[src/rtl/sonar_sampler.sv]
// sonar_sampler: periodic measure sequencer and result post-processing for the
// HC-SR04 sonar driver. Issues measure strobes, captures distance on ready,
// recovers the driver after lost echoes, and keeps a moving average plus a
// near-object flag.
module sonar_sampler #(
   parameter int unsigned FREQ        = 50_000_000,
   parameter int unsigned PERIOD_US   = 60000,
   parameter int unsigned TIMEOUT_US  = 50000,
   parameter int unsigned RST_CYCLES  = 4,
   parameter int unsigned AVG_LOG2    = 2,
   parameter int unsigned NEAR_THRESH = 20,
   parameter int unsigned MAX_MISSES  = 3
) (
   input  logic       clk,
   input  logic       rst,
   input  logic       enable,
   output logic       measure,
   input  logic       ready,
   input  logic [7:0] distance,
   output logic       sonar_rst,
   output logic [7:0] avg_distance,
   output logic       avg_valid,
   output logic       near,
   output logic       fault
);

   localparam logic [31:0] PERIOD_CYC = 32'(FREQ / 1_000_000 * PERIOD_US);
   localparam logic [31:0] TO_CYC     = 32'(FREQ / 1_000_000 * TIMEOUT_US);
   localparam int          DEPTH      = 1 << AVG_LOG2;
   localparam int          SUM_W      = 8 + AVG_LOG2;
   localparam int          WP_W       = (AVG_LOG2 > 0) ? AVG_LOG2 : 1;
   localparam int          FILL_W     = AVG_LOG2 + 1;

   typedef enum logic [2:0] {
      IDLE,
      ARM,
      WAIT,
      RECOVER,
      GAP
   } state_t;

   state_t            state;
   logic [31:0]       per_cnt;
   logic [31:0]       to_cnt;
   logic [31:0]       rst_cnt;
   logic [31:0]       miss_cnt;

   logic [7:0]        sbuf [DEPTH];
   logic [SUM_W-1:0]  sum;
   logic [SUM_W-1:0]  new_sum;
   logic [WP_W-1:0]   wp;
   logic [FILL_W-1:0] fill;
   logic [FILL_W-1:0] new_fill;
   logic              accept;

   // Truncating average of the window sum.
   function automatic logic [7:0] avg_of(input logic [SUM_W-1:0] s);
      avg_of = 8'(s >> AVG_LOG2);
   endfunction

   // Near-object decision on an average value.
   function automatic logic near_of(input logic [7:0] a);
      near_of = (32'(a) < NEAR_THRESH);
   endfunction

   // A sample is taken only while waiting for the driver and still enabled.
   always_comb begin
      accept   = (state == WAIT) && enable && ready;
      new_sum  = sum - SUM_W'(sbuf[wp]) + SUM_W'(distance);
      new_fill = (fill == FILL_W'(DEPTH)) ? fill : fill + FILL_W'(1);
   end

   // Sample ring buffer with running sum; the sum always equals the buffer total.
   always_ff @(posedge clk) begin
      if (rst) begin
         sum  <= '0;
         wp   <= '0;
         fill <= '0;
         for (int i = 0; i < DEPTH; i++) sbuf[i] <= 8'd0;
      end else if (accept) begin
         sbuf[wp] <= distance;
         sum      <= new_sum;
         wp       <= (wp == WP_W'(DEPTH - 1)) ? '0 : wp + WP_W'(1);
         fill     <= new_fill;
      end
   end

   // Average outputs, one cycle after an accept that leaves the window full.
   always_ff @(posedge clk) begin
      if (rst) begin
         avg_distance <= 8'd0;
         avg_valid    <= 1'b0;
         near         <= 1'b0;
      end else begin
         avg_valid <= 1'b0;
         if (accept && (new_fill == FILL_W'(DEPTH))) begin
            avg_distance <= avg_of(new_sum);
            avg_valid    <= 1'b1;
            near         <= near_of(avg_of(new_sum));
         end
      end
   end

   // Measurement sequencer: the period counter lags the measure pulse by one
   // cycle, so GAP leaves at PERIOD_CYC-2 to space measures PERIOD_CYC apart.
   always_ff @(posedge clk) begin
      if (rst) begin
         state     <= IDLE;
         measure   <= 1'b0;
         sonar_rst <= 1'b0;
         fault     <= 1'b0;
         miss_cnt  <= 32'd0;
         per_cnt   <= 32'd0;
         to_cnt    <= 32'd0;
         rst_cnt   <= 32'd0;
      end else if (!enable) begin
         state     <= IDLE;
         measure   <= 1'b0;
         sonar_rst <= 1'b0;
         fault     <= 1'b0;
         miss_cnt  <= 32'd0;
      end else begin
         case (state)
            IDLE: begin
               state   <= ARM;
               measure <= 1'b1;
            end
            ARM: begin
               measure <= 1'b0;
               per_cnt <= 32'd0;
               to_cnt  <= 32'd0;
               state   <= WAIT;
            end
            WAIT: begin
               per_cnt <= per_cnt + 32'd1;
               to_cnt  <= to_cnt + 32'd1;
               if (ready) begin
                  miss_cnt <= 32'd0;
                  state    <= GAP;
               end else if (to_cnt == TO_CYC - 32'd1) begin
                  if (miss_cnt < MAX_MISSES) miss_cnt <= miss_cnt + 32'd1;
                  if (miss_cnt + 32'd1 >= MAX_MISSES) fault <= 1'b1;
                  sonar_rst <= 1'b1;
                  rst_cnt   <= 32'd0;
                  state     <= RECOVER;
               end
            end
            RECOVER: begin
               per_cnt <= per_cnt + 32'd1;
               rst_cnt <= rst_cnt + 32'd1;
               if (rst_cnt >= 32'(RST_CYCLES - 1)) begin
                  sonar_rst <= 1'b0;
                  state     <= GAP;
               end
            end
            GAP: begin
               per_cnt <= per_cnt + 32'd1;
               if (per_cnt >= PERIOD_CYC - 32'd2) begin
                  measure <= 1'b1;
                  state   <= ARM;
               end
            end
            default: begin
               state <= IDLE;
            end
         endcase
      end
   end

endmodule
[config.mk]
export PLATFORM = sky130hd
export DESIGN_NAME = sonar_sampler
export DESIGN_NICKNAME = d
export VERILOG_FILES = /design/src/rtl/sonar_sampler.sv
export SDC_FILE = /design/constraint.sdc
export NUM_CORES = 1
export LEC_CHECK = 0
export BUFFER_PORTS_ARGS = -buffer_cell sky130_fd_sc_hd__buf_4
export CORE_MARGIN = 2
export CORE_UTILIZATION = 35
export DETAILED_ROUTE_END_ITERATION = 7
export PLACE_DENSITY = 0.57
export SLEW_MARGIN = 40
export SYNTH_ARGS = -nofsm -noshare
export SYNTH_HDL_FRONTEND = slang
export SYNTH_SLANG_ARGS = --single-unit
[constraint.sdc]
create_clock -name clk -period 11.14 [get_ports clk]
set_input_delay 2.228 -clock clk [delete_from_list [all_inputs] [get_ports clk]]
set_output_delay 2.228 -clock clk [all_outputs]
set_load 0.02 [all_outputs]
-- Word-level counts from Yosys, hierarchy flattened
Memory sizes are Yosys's and may differ from the RTL's. A register that Yosys moved wholly into a read port is not among the register bits.
Cells that the tools add are included.
- bits in registers: 159
- bits in writable memories: 32
- memories kept: 1
- $add $sub $neg: 8
- magnitude comparators: 5
- equal/unequal tests: 13
- mux-type cells: 32
- bitwise gates (word level): 2
- reduce and logical (&&, ||, !) cells: 21
- memories (name ; words ; width ; rd ports ; clocked after Yosys merged registers in ; write ports ; RTL line ; text):
    sbuf ; 4 ; 8 ; 1 ; 1 ; 4 ; 48 ; logic [7:0] sbuf [DEPTH];
- operators by type and width (operator ; number):
    case mux 32 bit (2 select lines) ; 3
    two-way mux 32 bit ; 5
    adder 32 x 1 -> 32 bit, second input constant ; 4
    greater-or-equal comparator 32 x 2 -> 1 bit, second input constant ; 2
    equality test 32 x 22 -> 1 bit, second input constant ; 1
    greater-or-equal comparator 32 x 22 -> 1 bit, second input constant ; 1
    < comparator 32 x 2 -> 1 bit, second input constant ; 1
    two-way mux 3 bit ; 5
    case mux 3 bit (5 select lines) ; 1
    AND reduction 4 bit ; 3
    two-way mux 1 bit ; 11
    adder 10 x 8 -> 10 bit ; 1
    nonzero test 2 bit ; 5
    subtractor 10 x 8 -> 10 bit ; 1
    equality test 3 bit, second input constant ; 3
    < comparator 8 x 5 -> 1 bit, second input constant ; 1
    two-way mux 2 bit ; 4
    two-way mux 8 bit ; 1
    OR reduction 8 bit ; 1
    equality test 3 x 2 -> 1 bit, second input constant ; 2
    != test 2 bit, second input constant ; 3
    AND reduction 2 bit ; 3
    AND reduction 3 bit ; 2
    adder 3 x 1 -> 3 bit, second input constant ; 1
    13 further kinds ; 16

-- Depth between registers and ports, before layout
- depth in word-level cells: 8
- gate-level depth with buffers: 13

-- Worst setup path before layout
OpenSTA, ideal clock, no wires.
- path type: input-to-reg
- start: input distance[1]
- end: register near
- arrival time: 4666 ps
- required time: 11066 ps
- slack: 6400 ps
- stages: 11
- buffers on the path: 0
- cell sequence: inv_1 -> fa_1 -> inv_1 -> fa_1 -> a21oi_1 -> o2111ai_1 -> a21o_1 -> a21oi_1 -> xnor2_1 -> or4_1 -> o21ai_0
- cells in the longest elaborated chain, start to end: 2
- RTL lines (what ; RTL line ; text):
    start: declaration ; 19 ; input logic [7:0] distance,
    adder 10 x 8 -> 10 bit ; 69 ; new_sum = sum - SUM_W'(sbuf[wp]) + SUM_W'(distance);
    < comparator 8 x 5 -> 1 bit ; 63 ; near_of = (32'(a) < NEAR_THRESH);
    end signal: assignment ; 99 ; near <= near_of(avg_of(new_sum));
    end: declaration ; 23 ; output logic near,
Every way passes these cells.
A chain may end at the register's enable or synchronous reset.

-- Worst setup path in the final report
Ends and elaborated chain as after synthesis.

==> summary.md <==
| Metric | Value |
|---|---|
| Reg-to-reg slack, setup | 7.17 ns |
| Max VDD drop | 83.86 uV |
| Gr ovfl total | 0 |
| Hold Crit Class | reg2reg |
| Number of global-route vias before repair | 6,714 |
| Cell Pwr Density | 132.4 mW/mm^2 |
| GRT Total Usage | 14.45% |
| Main synth FF type | dfxtp_1 |
| Final core occ | 40.04% |
| Die footprint | 0.02815 sq mm |
| Fraction of layout cells with a size suffix above 1 | 8.954% |
| DR WL/cell | 14.02 um |
| Reg area | 0.004184 sq mm |
| Combinational power share | 5.3% |
| Power, Total | 1.389 mW |
| IO Pins | 25 |
| Final min period | 4.661 ns |
| Synthesized cell area | 0.009387 sq mm |
| Met3 usage | 3.049% |
| Vias post-DR | 7,116 |
| Total setup buffers inserted after CTS | 0 |
| Sw Pwr | 321.0 uW |
| Initial DRC count | 521 |
| Commonest non-fill, non-tap cell in the layout | dfxtp_1 |
| Highest clock rate | 0.2145 GHz |
| Post-synth EDFFs | 32 |
| Clock power share | 43.1% |
| Maxcap violations | 0 |
| M1 GR Usage | 20.51% |
| Area Growth Syn to Fin | 11.80% |
| Largest cells by area after synthesis | dfxtp_1, edfxtp_1, nor2_1, xnor2_1, xor2_1 |
| Post_cts resized | 0 |
| Worst Max-Slew Pin Slew | 0.7891 ns |
| Num CTS Buffers | 17 |
| Avg Cell Area, Syn | 9.069 sq um |
| Register area share after synthesis | 44.57% |
| Int Pwr | 1.068 mW |
| Final worst-path cycle share | 41.84% |
| Worst-Skew Late Latency | 0.43 ns |
| Largest net degree at the start of global routing | 61 |
| Synth unique cells | 65 |
| Met2 Resource Use GR | 22.26% |
| Clk root buf | clkbuf_16 |
| Clk buf depth | 2 |
| Initial antenna violation count | 0 |
| Yosys top cell area share | 34.34% |
| H-tree Lvls | 4 |
| Die X | 167.8 um |
| R2R cell count | 11 |
| Post-CTS Hold Fix Bufs | 0 |
| First-pass DRT Iterations | 4 |
| Lkg Pwr | 3.848 nW |
| Die height | 167.8 um |
| CTS sink cnt | 193 |
| Worst slack at placement | 6.094 ns |
| Core area | 0.02621 sq mm |
| Async SR Flop Fraction | 0% |
| Final hold vios | 0 |
| Setup TNS | 0 ns |
| Setup Skew | 0.008803 ns |
| Worst Setup EP | near |
| Worst slew margin | 46.91% |
| Multi-input gate area | 0.004862 sq mm |
| GP Congestion | 0.7869 |
| Clock-pin slew on the worst setup and hold paths | 0.07 ns |
| Setup CP Type | in2reg |
| # setup viols final | 0 |
| WP data required | 11.49 ns |
| Unrepaired setup endpoints after global routing | no |
| Crit path launch type | input port |
| FILL cells | 2,589 |
| Critical Path Slowest Stage Cell | fa_1 |
| Post-synth top area cell | dfxtp_1 |
| Largest fanout on the critical path | 3 |
| Register bit total from synthesis | 193 |
| Switch share | 23.10% |
| Number of synthesis warnings | 0 |
| CP Data Arrival Time | 5.01 ns |
| Cell breakdown of the critical path | buf_4 -> inv_1 -> fa_1 -> inv_1 -> fa_1 -> a21oi_1 -> o2111ai_1 -> a21o_1 -> a21oi_1 -> xnor2_1 -> or4_1 -> o21ai_0 |
| Seq pwr share | 51.6% |
| WHS Path Cells | 1 |
| RR Endpoint | near |
| DP Area | 0.009911 sq mm |
| Starting density of the core | 35.82% |
| Status | finished clean |
| Endpoint type of the worst setup path | flop |
| Most frequent cells in the layout | dfxtp_1, nor2_1, nand2_1, inv_1, xnor2_1 |
| Final setup margin | 6.479 ns |
| CTS tree | built |
| Site row count | 59 |
| Cell area after layout | 0.01049 sq mm |
| Grt peak-use layer | met2 |
| First-pass GRT wire length | 33.57 mm |
| Worst Setup SP | distance[1] |
| Max Slew Vio Count | 0 |
| HPWL Detailed | 13.29 mm |
| Syn nets | 1,074 |
| DRC viols | 0 |
| Port Buffer Count | 24 |
| Post-DRT Antenna Nets | 0 |
| Final net count | 1,087 |
| Drt total wl | 19.57 mm |
| Antenna Cells | 0 |
| Post-DR vias/cell | 5.097 |
| Syn Inst Count | 1,035 |
| CP max stage delay | 0.53 ns |
[worst max-delay path, delay by kind of cell]
kind,cells,cell delay (ns)
adder cells (fa/ha/maj),2,1.00
AO/OA/AOI/OAI,5,0.90
AND/OR/NAND/NOR,1,0.51
buffers and inverters,3,0.23
XOR/XNOR,1,0.13
[layout make-up]
type	count	area share, %
Clock buffer	18	4.090
Clock inverter	14	1.312
Inverter	61	2.182
Multi-Input combinational cell	743	46.33
Sequential cell	193	39.87
Tap cell	335	3.994
Timing Repair Buffer	32	2.218
[sequential cells by signal, indices dropped and copies added, names as in the netlist, named ones only]
register and flops:
avg_distance 8, near 1, state 3, fault 1, sonar_rst 1, rst_cnt 32
per_cnt 32, fill 3, to_cnt 32, measure 1, miss_cnt 32, sum 10
wp 2, avg_valid 1, sbuf 32
[metrics by stage]
step	cells	hold slack (ns)
2_1_floorplan	1035	0.4424
3_3_place_gp	1361	0.4591
3_5_place_dp	1363	0.4595
4_1_cts	1395	0.4787
5_1_grt	1396	0.4866
6_report	1396	0.4773
[worst min-delay path by stage]
| stage | slack (ns) | from | end |
|---|---|---|---|
| after global routing | 0.49 | sum[0] | sum[0] |
| final | 0.48 | sum[0] | sum[0] |
| after global placement | 0.46 | sum[0] | sum[0] |
| after floorplan | 0.44 | sum[0] | sum[0] |
| after detailed placement | 0.46 | sum[0] | sum[0] |
| after CTS | 0.48 | sum[0] | sum[0] |
[layer usage]
metal  vias up  share of wire (%)  wire length [um]
met5         -                  0                 0
met2        87                 44              8669
met1      3342                 52             10110
li1       3674                  -                 -
met3        13                2.9               568
met4         0                1.1               225
[power groups by stage]
stage                     Sequential [mW]  Combinational, mW  Clock, mW
after CTS                           0.717             0.0747      0.619
after global placement              0.733             0.0731          0
final                               0.717             0.0734      0.599
after floorplan                     0.731             0.0547          0
after detailed placement            0.733             0.0740          0
after global routing                0.718             0.0835      0.647
[cell families after synthesis]
kind of cell,after synthesis,share of synthesized area [%]
simple gates,481,26.47
flops,193,44.57
compound gates,115,8.091
buf+inv,99,4.026
xor+xnor,98,9.144
fa+ha+maj,27,4.239
mux,22,3.452
[cell usage after synthesis, drive strengths merged, types with 3 or more instances]
cell     count
nand4       28
a21oi       33
nor4        37
nor2b        4
or2          6
o211ai       6
nor3b        7
or3         16
nand2b       4
o21a         3
and2        21
a31oi        8
dfxtp      161
o2111ai      5
xnor2       51
and4         9
mux2i       11
clkbuf      31
buf          7
fa           8
and3        48
ha          19
a22o        11
xor2        47
nand2       64
mux4         8
nor3        45
nor2       135
nand3       47
edfxtp      32
o21ai       25
inv         61
mux2         3
(Power assumes the default switching activity.)
